## src/rtl/leaf_bus_pkg.sv

```systemverilog
`default_nettype none
// ============================================================================
// Module      : leaf_bus_pkg
// Description : Shared packet geometry helpers for the leaf bus.
//               A packet is {valid, addr, payload}, MSB first.
// Revision    : 1.0 - initial release
// ============================================================================
package leaf_bus_pkg;

    // Default bus geometry: 2 leaves, 1 payload bit
    localparam int c_def_num_leaves = 2;
    localparam int c_def_payload_sz = 1;

    // Width of the leaf address field
    function automatic int addr_width(input int num_leaves);
        return $clog2(num_leaves);
    endfunction

    // Full packet width including the valid bit
    function automatic int pkt_width(input int num_leaves, input int payload_sz);
        return 1 + $clog2(num_leaves) + payload_sz;
    endfunction

    // Bit position of the valid flag for a packet of width p_sz
    function automatic int valid_idx(input int p_sz);
        return p_sz - 1;
    endfunction

    // Upper bound of the address field for a packet of width p_sz
    function automatic int addr_hi(input int p_sz);
        return p_sz - 2;
    endfunction

    // Lower bound of the address field; the payload sits below it
    function automatic int addr_lo(input int payload_sz);
        return payload_sz;
    endfunction

    // Field bounds for the default geometry
    localparam int c_def_addr_w    = addr_width(c_def_num_leaves);
    localparam int c_def_p_sz      = pkt_width(c_def_num_leaves, c_def_payload_sz);
    localparam int c_def_valid_idx = valid_idx(c_def_p_sz);
    localparam int c_def_addr_hi   = addr_hi(c_def_p_sz);
    localparam int c_def_addr_lo   = addr_lo(c_def_payload_sz);

    // Widest packet the packing helper can build
    localparam int c_max_pkt_w = 64;

    // Build {1'b1, addr, payload} in the low bits of a 64-bit word
    function automatic logic [c_max_pkt_w-1:0] pack_pkt(
        input logic [31:0] addr,
        input logic [31:0] payload,
        input int          addr_w,
        input int          payload_sz
    );
        logic [c_max_pkt_w-1:0] v_pkt;
        logic [c_max_pkt_w-1:0] v_amask;
        logic [c_max_pkt_w-1:0] v_pmask;
        v_pmask = (64'd1 << payload_sz) - 64'd1;
        v_amask = (64'd1 << addr_w) - 64'd1;
        v_pkt   = {32'd0, payload} & v_pmask;
        v_pkt   = v_pkt | (({32'd0, addr} & v_amask) << payload_sz);
        v_pkt   = v_pkt | (64'd1 << (addr_w + payload_sz));
        return v_pkt;
    endfunction

endpackage : leaf_bus_pkg
`default_nettype wire

```

## src/rtl/rr_arbiter.sv

```systemverilog
`default_nettype none
// ============================================================================
// Module      : rr_arbiter
// Description : Combinational round-robin arbiter. Grants the first asserted
//               request at or above ptr, wrapping at NUM_REQ. Grant is
//               one-hot and only issued while en is high.
// Revision    : 1.0 - initial release
// ============================================================================
module rr_arbiter #(
    parameter int NUM_REQ = 4,
    parameter int PTR_W   = (NUM_REQ > 1) ? $clog2(NUM_REQ) : 1
) (
    input  logic [NUM_REQ-1:0] req,
    input  logic [PTR_W-1:0]   ptr,
    input  logic               en,
    output logic [NUM_REQ-1:0] grant,
    output logic [PTR_W-1:0]   grant_idx,
    output logic               grant_any
);

    // Requester index visited at search offset off, starting from ptr
    function automatic int rot_idx(input logic [PTR_W-1:0] p, input int off);
        return (int'(p) + off) % NUM_REQ;
    endfunction

    // Walk requesters from ptr upward and take the first one that is valid
    always_comb begin
        grant     = '0;
        grant_idx = '0;
        grant_any = 1'b0;
        for (int i = 0; i < NUM_REQ; i++) begin
            if (en && !grant_any && req[rot_idx(ptr, i)]) begin
                grant[rot_idx(ptr, i)] = 1'b1;
                grant_idx              = PTR_W'(rot_idx(ptr, i));
                grant_any              = 1'b1;
            end
        end
    end

endmodule : rr_arbiter
`default_nettype wire

```

## src/rtl/leaf_inject_arbiter.sv

```systemverilog
`default_nettype none
// ============================================================================
// Module      : leaf_inject_arbiter
// Description : Shares one leaf interface injection port among NUM_REQ
//               local requesters. Round-robin grant, a single hold register
//               that stays put while the leaf interface reports resend, and
//               injection / backpressure statistics.
// Revision    : 1.0 - initial release
// ============================================================================
module leaf_inject_arbiter
    import leaf_bus_pkg::*;
#(
    parameter int NUM_REQ     = 4,
    parameter int NUM_LEAVES  = 2,
    parameter int PAYLOAD_SZ  = 1,
    parameter int P_SZ        = pkt_width(NUM_LEAVES, PAYLOAD_SZ),
    parameter int STALL_LIMIT = 16
) (
    input  logic                    clk,
    input  logic                    reset_n,
    input  logic [NUM_REQ-1:0]      req_valid,
    input  logic [NUM_REQ*P_SZ-1:0] req_pkt,
    output logic [NUM_REQ-1:0]      req_ready,
    output logic [P_SZ-1:0]         pe_interface,
    input  logic                    resend,
    output logic                    stall,
    output logic [15:0]             sent_cnt
);

    localparam int c_ptr_w     = (NUM_REQ > 1) ? $clog2(NUM_REQ) : 1;
    localparam int c_bc_w      = $clog2(STALL_LIMIT + 1);
    localparam int c_valid_idx = valid_idx(P_SZ);

    localparam logic [c_bc_w-1:0]  c_stall_lim  = c_bc_w'(STALL_LIMIT);
    localparam logic [c_ptr_w-1:0] c_last_req   = c_ptr_w'(NUM_REQ - 1);
    localparam logic [P_SZ-1:0]    c_valid_mask = P_SZ'(1) << c_valid_idx;

    // Registered state
    logic                r_hold_valid;
    logic [P_SZ-1:0]     r_pe;
    logic [c_ptr_w-1:0]  r_rr_ptr;
    logic [c_bc_w-1:0]   r_block_cnt;
    logic                r_stall;
    logic [15:0]         r_sent_cnt;

    // Combinational
    logic                w_taken;
    logic                w_load_ok;
    logic [NUM_REQ-1:0]  w_grant;
    logic [c_ptr_w-1:0]  w_grant_idx;
    logic                w_grant_any;
    logic [P_SZ-1:0]     w_req_pkt [NUM_REQ];
    logic [P_SZ-1:0]     w_sel_pkt;
    logic [c_ptr_w-1:0]  w_rr_ptr_nxt;
    logic [c_bc_w-1:0]   w_block_cnt_nxt;

    // The leaf interface captures pe_interface on any cycle resend is low
    assign w_taken   = r_hold_valid & ~resend;
    // The hold register can accept a new packet when empty or draining now
    assign w_load_ok = ~r_hold_valid | w_taken;

    // Slice the flat packet bus into one word per requester
    for (genvar gi = 0; gi < NUM_REQ; gi++) begin : g_unpack
        assign w_req_pkt[gi] = req_pkt[gi*P_SZ +: P_SZ];
    end

    rr_arbiter #(
        .NUM_REQ (NUM_REQ),
        .PTR_W   (c_ptr_w)
    ) u_arb (
        .req       (req_valid),
        .ptr       (r_rr_ptr),
        .en        (w_load_ok),
        .grant     (w_grant),
        .grant_idx (w_grant_idx),
        .grant_any (w_grant_any)
    );

    // Grant depends only on state, req_valid and resend; never on packet data
    assign req_ready = w_grant;

    // One-hot mux of the granted requester's packet
    always_comb begin
        w_sel_pkt = '0;
        for (int i = 0; i < NUM_REQ; i++) begin
            if (w_grant[i]) begin
                w_sel_pkt = w_sel_pkt | w_req_pkt[i];
            end
        end
    end

    // Pointer moves to the requester just after the winner
    assign w_rr_ptr_nxt = (w_grant_idx == c_last_req) ? '0
                                                      : w_grant_idx + c_ptr_w'(1);

    // Blocked-cycle counter: clears when empty or taken, saturates at the limit
    always_comb begin
        w_block_cnt_nxt = r_block_cnt;
        if (!r_hold_valid || !resend) begin
            w_block_cnt_nxt = '0;
        end else if (r_block_cnt != c_stall_lim) begin
            w_block_cnt_nxt = r_block_cnt + c_bc_w'(1);
        end
    end

    // Hold register: load on grant, drain to zero on take without a grant
    always_ff @(posedge clk or negedge reset_n) begin
        if (!reset_n) begin
            r_hold_valid <= 1'b0;
            r_pe         <= '0;
        end else if (w_grant_any) begin
            // The requester's own MSB is replaced by a forced valid bit
            r_hold_valid <= 1'b1;
            r_pe         <= w_sel_pkt | c_valid_mask;
        end else if (w_taken) begin
            r_hold_valid <= 1'b0;
            r_pe         <= '0;
        end
    end

    // Round-robin pointer advances only on an actual grant
    always_ff @(posedge clk or negedge reset_n) begin
        if (!reset_n) begin
            r_rr_ptr <= '0;
        end else if (w_grant_any) begin
            r_rr_ptr <= w_rr_ptr_nxt;
        end
    end

    // Injected-packet counter, wraps at 2^16
    always_ff @(posedge clk or negedge reset_n) begin
        if (!reset_n) begin
            r_sent_cnt <= '0;
        end else if (w_taken) begin
            r_sent_cnt <= r_sent_cnt + 16'd1;
        end
    end

    // Backpressure tracking and the registered stall flag
    always_ff @(posedge clk or negedge reset_n) begin
        if (!reset_n) begin
            r_block_cnt <= '0;
            r_stall     <= 1'b0;
        end else begin
            r_block_cnt <= w_block_cnt_nxt;
            r_stall     <= (w_block_cnt_nxt == c_stall_lim);
        end
    end

    assign pe_interface = r_pe;
    assign stall        = r_stall;
    assign sent_cnt     = r_sent_cnt;

endmodule : leaf_inject_arbiter
`default_nettype wire

```

## config.mk

```make
export PLATFORM = sky130hd
export DESIGN_NAME = leaf_inject_arbiter
export DESIGN_NICKNAME = d
export VERILOG_FILES = /design/src/rtl/leaf_bus_pkg.sv /design/src/rtl/rr_arbiter.sv /design/src/rtl/leaf_inject_arbiter.sv
export SDC_FILE = /design/constraint.sdc
export NUM_CORES = 1
export LEC_CHECK = 0
export CORE_AREA = 10 10 79 81
export CTS_BUF_LIST = sky130_fd_sc_hd__clkbuf_16
export DETAILED_ROUTE_END_ITERATION = 6
export DIE_AREA = 0 0 89 91
export SYNTH_ARGS = -nofsm -noshare
export SYNTH_HDL_FRONTEND = slang
export SYNTH_SLANG_ARGS = --single-unit
```

## constraint.sdc

```tcl
create_clock -name clk -period 4.3 [get_ports clk]
set_clock_uncertainty 0.15 [all_clocks]
set_input_delay 0.86 -clock clk [delete_from_list [all_inputs] [get_ports clk]]
set_output_delay 0.86 -clock clk [all_outputs]
set_load 0.01 [all_outputs]
```

== Yosys cells after proc, flatten, opt, wreduce, memory -nomap -nowiden ==
Index checks and enable logic that the tools add are counted.
Operators by class
  $add $sub $neg: 6
  $lt $le $gt $ge: 8
  equality and inequality tests: 3
  multiplexer cells: 42
  bitwise logic cells: 13
  reduce and logical (&&, ||, !) cells: 21
Operators by type and width (number)
  $mux W2: 9
  $mux W1: 17
  $add A16 B1 Y16 const B: 1
  $mux W4: 4
  $lt A3 B4 Y1 const B: 3
  $or A4 B4 Y4: 3
  $logic_and A1 B1 Y1: 11
  $mux W5: 2
  $ge A3 B1 Y1 const B: 3
  $bmux W1 S2: 4
  $demux W1 S2: 4
  $mux W3: 2
  $or A2 B2 Y2: 3
  $reduce_or A2 Y1: 3
  $add A5 B1 Y5 const B: 1
  $eq A5 B5 Y1 const B: 1
  $logic_not A1 Y1: 5
  $ne A5 B5 Y1 const B: 1
  $add A2 B1 Y2 const B: 2
  $add A2 B2 Y2 const B: 2
  $and A1 B1 Y1 const A: 3
  $lt A2 B3 Y1 const B: 1
  $eq A2 B2 Y1 const B: 1
  $ge A2 B1 Y1 const B: 1
  other kinds (5): 6
Word-level totals
  register bits after elaboration: 28
  bits of input ports: 19
  output and inout port bits: 24
  logic and storage cells: 99

== Logic depth before layout (Yosys ltp) ==
  depth after elaboration: 25
  gate-level depth with buffers: 10
  depth with buffers taken out: 8

== By module ==
From an unflattened synthesis, not the netlist that was laid out.
Second synthesis, totals
  cells, all modules: 176
  area total of the unflattened synthesis: 1808.0 um2
Modules (own cells, without submodules)
  leaf_inject_arbiter: instances 1, cells an instance 109, area an instance 1229.9 um2, sequential area each 675.6 um2
  rr_arbiter: instances 1, cells an instance 67, area an instance 578.1 um2, sequential area each 0.0 um2

== Worst setup path after synthesis ==
No wires, ideal clock.
  kind: input to output
  from: input req_valid[2]
  to: output req_ready[2]
  arrival time: 2.361 ns
  required time: 3.290 ns
  slack: 0.929 ns
  stages on the path: 6
  path buffers: 1
  path through: clkbuf_1 or2_2 or4b_2 o21ai_0 nand3_1 o211ai_1
On the way
  word-level cells in the longest chain between the ends: 16
  elaborated cells between the ends (all ways): 31
  those cells by class: mux (18); bitwise (3); reduce/logical (10)
Ends and longest elaborated chain
  start: declaration: RTL line leaf_inject_arbiter.sv:21  | input logic [NUM_REQ-1:0] req_valid,
  $bmux W1 S2: RTL line rr_arbiter.sv:32  | if (en && !grant_any && req[rot_idx(ptr, i)]) begin
  $mux W1 (implied by the code): RTL line rr_arbiter.sv:32
  $logic_and A1 B1 Y1: RTL line rr_arbiter.sv:32
  $mux W1: RTL line rr_arbiter.sv:32
  $logic_not A1 Y1: RTL line rr_arbiter.sv:32
  $logic_and A1 B1 Y1 (2 in a row): RTL line rr_arbiter.sv:32
  $mux W1: RTL line rr_arbiter.sv:32
  $logic_not A1 Y1: RTL line rr_arbiter.sv:32
  $logic_and A1 B1 Y1 (2 in a row): RTL line rr_arbiter.sv:32
  $mux W1: RTL line rr_arbiter.sv:32
  $logic_not A1 Y1: RTL line rr_arbiter.sv:32
  $logic_and A1 B1 Y1 (2 in a row): RTL line rr_arbiter.sv:32
  $mux W4 *: RTL line rr_arbiter.sv:32
  end: declaration: RTL line leaf_inject_arbiter.sv:23  | output logic [NUM_REQ-1:0] req_ready,
Mark *: on every way between the ends. The rest lies on a longest branch, timed or not. The select of a mux whose other input is x is not followed.

== Worst setup path after layout ==
  from: input req_valid[1]
  to: output req_ready[1]
The elaborated chain is that of the path after synthesis.

==> run_summary.xml <==
<?xml version="1.0" encoding="UTF-8"?>
<metrics>
  <group name="worst_hold_path">
    <metric name="hold_end" unit="">sent_cnt[12]</metric>
    <metric name="hold_path_startpoint" unit="">sent_cnt[12]</metric>
    <metric name="min_path_type" unit="">reg -&gt; reg</metric>
    <metric name="worst_hold_path_cells" unit="">1</metric>
  </group>
  <group name="power_and_ir_drop">
    <metric name="power_after_layout" unit="mW">1.33</metric>
    <metric name="worst_ir_drop_vdd" unit="mV">0.354</metric>
    <metric name="p_per_area" unit="nW/um^2">562</metric>
    <metric name="leakage_power" unit="nW">1.03</metric>
  </group>
  <group name="routing">
    <metric name="detail_route.first_pass.iterations" unit="">4</metric>
    <metric name="wire_per_inst" unit="um">16.2</metric>
    <metric name="wirelength" unit="mm">4.52</metric>
    <metric name="ant_nets" unit="">0</metric>
    <metric name="via_per_inst" unit="">5.53</metric>
    <metric name="wl_met1" unit="mm">2.03</metric>
    <metric name="detailroute.wirelength.met2" unit="mm">2.20</metric>
    <metric name="met3_length" unit="um">218</metric>
    <metric name="vias" unit="">1544</metric>
    <metric name="detail_route.drc_violations" unit="">0</metric>
    <metric name="drtIter0Drc" unit="">60</metric>
    <metric name="topRoutingLayerUsed" unit="">met4</metric>
  </group>
  <group name="floorplan">
    <metric name="floorplan.die.width" unit="um">89</metric>
    <metric name="die_area" unit="um^2">8100</metric>
    <metric name="placeable_core_region" unit="um^2">4660</metric>
    <metric name="die_height" unit="um">91</metric>
    <metric name="pin_count" unit="">43</metric>
    <metric name="placement_rows" unit="">25</metric>
    <metric name="initial_core_util" unit="%">38.7</metric>
  </group>
  <group name="cells_and_area">
    <metric name="antenna_cells" unit="">0</metric>
    <metric name="post_route_cells_drive_above_1_share" unit="%">14.2</metric>
    <metric name="final_util" unit="%">50.9</metric>
    <metric name="finalInstanceArea" unit="um^2">2370</metric>
    <metric name="flow.area_growth_from_synthesis" unit="%">31.5</metric>
    <metric name="layout.area.seq" unit="um^2">676</metric>
    <metric name="final_nets" unit="">254</metric>
    <metric name="multi_input_area" unit="um^2">1050</metric>
    <metric name="fillers" unit="">396</metric>
  </group>
  <group name="critical_path">
    <metric name="ff2ff_setup_slack" unit="ns">1.39</metric>
    <metric name="timing_worst_setup_path_type" unit="">in -&gt; out</metric>
    <metric name="critical_path.max_fanout" unit="">8</metric>
    <metric name="critical_path_arrival" unit="ns">3.08</metric>
    <metric name="crit-reg2reg-capture" unit="">pe_interface[1]</metric>
    <metric name="cp-start-kind" unit="">input port</metric>
    <metric name="critPathRequiredTime" unit="ns">3.29</metric>
    <metric name="worstSetupEndpointType" unit="">output pin</metric>
    <metric name="timing.reg2reg.worst_path_depth" unit="">8</metric>
  </group>
  <group name="cts">
    <metric name="cts_max_level" unit="">1</metric>
    <metric name="root_buf_cell" unit="">sky130_fd_sc_hd__clkbuf_16</metric>
    <metric name="tritoncts" unit="">built</metric>
    <metric name="clk_pin_slew_worst_paths" unit="ns">0.06</metric>
    <metric name="maximum_buffer_depth_of_the_clock_tree" unit="">2</metric>
    <metric name="cts_setup_buffers" unit="">0</metric>
    <metric name="clock_insertion_delay_worst_skew" unit="ns">0.26</metric>
    <metric name="tritoncts.num_buffers" unit="">3</metric>
    <metric name="cts_sink_cnt" unit="">27</metric>
    <metric name="cts_hold_repair.buffers" unit="">0</metric>
  </group>
  <group name="timing">
    <metric name="max_freq" unit="GHz">0.245</metric>
    <metric name="slew_limit_headroom" unit="%">61.8</metric>
    <metric name="timing.final.crit_period" unit="ns">4.09</metric>
    <metric name="setup_violations" unit="">0</metric>
    <metric name="fin_setup_tns" unit="ns">0</metric>
    <metric name="worst-slew-pin-transition" unit="ns">0.572</metric>
    <metric name="rsz0062_at_grt" unit="">no</metric>
    <metric name="final_max_slew_viol_count" unit="">0</metric>
    <metric name="timing.final.ws_setup" unit="ns">0.213</metric>
    <metric name="hold_viol_final" unit="">0</metric>
    <metric name="timing.final.crit_share" unit="%">95.1</metric>
  </group>
  <group name="placement">
    <metric name="routabilityCongestion" unit="">0.875</metric>
    <metric name="placed_instance_area" unit="um^2">2290</metric>
    <metric name="setup_slack_placement" unit="ns">0.0375</metric>
    <metric name="port-buffer-count" unit="">38</metric>
    <metric name="dp_hpwl" unit="mm">3.54</metric>
  </group>
  <group name="yosys">
    <metric name="synth_top_family_by_area" unit="">simple AND/OR/NAND/NOR gates</metric>
    <metric name="post_synth_xor_area_fraction" unit="%">8.26</metric>
    <metric name="synth_compound_gate_area_share" unit="%">13.9</metric>
    <metric name="synth.top_cells.by_count" unit="">sky130_fd_sc_hd__dfrtp_1 (27), sky130_fd_sc_hd__xnor2_1 (13), sky130_fd_sc_hd__nand4_1 (10)</metric>
    <metric name="synth.mux.area_fraction" unit="%">8.95</metric>
    <metric name="asr_flop_ratio_synth" unit="%">100</metric>
    <metric name="synth_flop_cell" unit="">sky130_fd_sc_hd__dfrtp_1</metric>
    <metric name="syn_avg_cell_area" unit="um^2">10.1</metric>
    <metric name="ys_seq_elements" unit="">27</metric>
    <metric name="sequential_fraction_of_the_synthesis_area" unit="%">37.5</metric>
    <metric name="synth_fa_ha_area_share" unit="%">6.25</metric>
    <metric name="yosys-top-cells-area" unit="">sky130_fd_sc_hd__dfrtp_1 (37%), sky130_fd_sc_hd__xnor2_1 (6.3%), sky130_fd_sc_hd__ha_1 (6.2%)</metric>
    <metric name="syn_nets" unit="">207</metric>
    <metric name="synthSimpleGateAreaFrac" unit="%">20.7</metric>
    <metric name="synth_edf_count" unit="">0</metric>
    <metric name="yosys.area.top_type_share" unit="%">37.5</metric>
    <metric name="synthDominantAreaCellType" unit="">sky130_fd_sc_hd__dfrtp_1</metric>
    <metric name="synth.yosys.warnings" unit="">0</metric>
    <metric name="synth_cells" unit="">179</metric>
    <metric name="ys_types" unit="">48</metric>
    <metric name="area_of_the_mapped_netlist" unit="um^2">1800</metric>
    <metric name="post-synth-top-count-cell" unit="">sky130_fd_sc_hd__dfrtp_1</metric>
  </group>
  <group name="global_route">
    <metric name="grt_pass1_wl" unit="mm">7.23</metric>
    <metric name="global_route.overflow_total" unit="">0</metric>
    <metric name="initial_antenna_violation_count" unit="">0</metric>
    <metric name="number_of_global_route_vias_before_repair" unit="">1545</metric>
    <metric name="grt_start_max_net_pins" unit="">28</metric>
    <metric name="groute.usage.overall" unit="%">10.9</metric>
  </group>
  <group name="status">
    <metric name="result_of_the_run" unit="">finished clean</metric>
  </group>
  <group name="flow_run">
    <metric name="drv_cap" unit="">0</metric>
  </group>
</metrics>
## critical path, cell delays in order
cell	delay [ns]
sky130_fd_sc_hd__clkdlybuf4s50_1	0.42
sky130_fd_sc_hd__buf_4	0.18
sky130_fd_sc_hd__mux4_2	0.53
sky130_fd_sc_hd__nor2_2	0.20
sky130_fd_sc_hd__nand4_1	0.12
sky130_fd_sc_hd__o211ai_1	0.15
sky130_fd_sc_hd__clkdlybuf4s50_1	0.60
## timing repair
| action | in CTS | in global routing |
|---|---|---|
| endpoints found under the hold margin | 0 | 0 |
| endpoints found under the setup margin | 0 | 1 |
| gates resized for setup | 0 | 2 |
## registers in the layout, summed over array words and instances, names as in the netlist, named ones only
name and count:
sent_cnt 16, r_block_cnt 5, pe_interface 2, r_hold_valid 1, r_rr_ptr 1, stall 1
## metal layers
| layer | track usage [%] | up-vias |
|---|---|---|
| met5 | 0 | - |
| met4 | 4.51 | 0 |
| met3 | 2.06 | 6 |
| met2 | 18.7 | 45 |
| met1 | 12.6 | 743 |
| li1 | - | 750 |
## how the worst max path moves through the flow
stage | startpoint | to | slack [ns] | depth (start not counted)
final | req_valid[1] | req_ready[1] | 0.21 | 7
after global routing | req_valid[1] | req_ready[1] | 0.09 | 7
after CTS | req_valid[2] | req_ready[2] | 0.04 | 7
after detailed placement | req_valid[2] | req_ready[2] | 0.04 | 7
after global placement | req_valid[2] | req_ready[2] | 0.05 | 7
after floorplan | req_valid[2] | req_ready[2] | 0.93 | 6
## placed cells by master, fill, tap and decap left out, types with 4 or more instances in the layout
cell | synthesis | layout
sky130_fd_sc_hd__a21oi_1 | 4 | 4
sky130_fd_sc_hd__o21ai_0 | 4 | 4
sky130_fd_sc_hd__mux2i_1 | 6 | 6
sky130_fd_sc_hd__dfrtp_1 | 27 | 27
sky130_fd_sc_hd__mux2_2 | 5 | 5
sky130_fd_sc_hd__o211ai_1 | 4 | 4
sky130_fd_sc_hd__nor2_1 | 8 | 7
sky130_fd_sc_hd__nand2_1 | 9 | 9
sky130_fd_sc_hd__inv_1 | 7 | 7
sky130_fd_sc_hd__nand3_1 | 7 | 7
sky130_fd_sc_hd__buf_4 | 1 | 12
sky130_fd_sc_hd__nand4_1 | 10 | 10
sky130_fd_sc_hd__xnor2_1 | 13 | 13
sky130_fd_sc_hd__nor2b_1 | 4 | 4
sky130_fd_sc_hd__clkdlybuf4s50_1 | 0 | 37
sky130_fd_sc_hd__ha_1 | 9 | 9
sky130_fd_sc_hd__and3_1 | 5 | 5
sky130_fd_sc_hd__xor2_1 | 4 | 4
## cell families (layout without fill, tap and decap cells)
group	count (synthesis)	after routing
buffers and inverters	15	61
XOR/XNOR	17	17
flip-flops	27	27
multiplexers	13	13
AO/OA/AOI/OAI	32	32
adder cells (fa/ha/maj)	9	9
AND/OR/NAND/NOR	66	66
## layout make-up
class	count	area share (%)
Inverter	7	1.11
Tap cell	54	2.85
Clock buffer	3	3.17
Multi-Input combinational cell	137	44.2
Clock inverter	1	0.211
Sequential cell	27	28.5
Timing Repair Buffer	50	19.9
## power breakdown
part | leakage, nW | switching (mW) | internal, mW
registers | 0.345 | 0.0543 | 0.310
clock network | 0.0409 | 0.0804 | 0.125
logic | 0.640 | 0.375 | 0.387
## metrics by stage
stage	cells	hold slack, ns
final	279	0.349
after global routing	279	0.374
after CTS	279	0.356
after detailed placement	275	0.343
after global placement	275	0.311
after floorplan	179	0.357
Power figures use the tool's default switching activity.
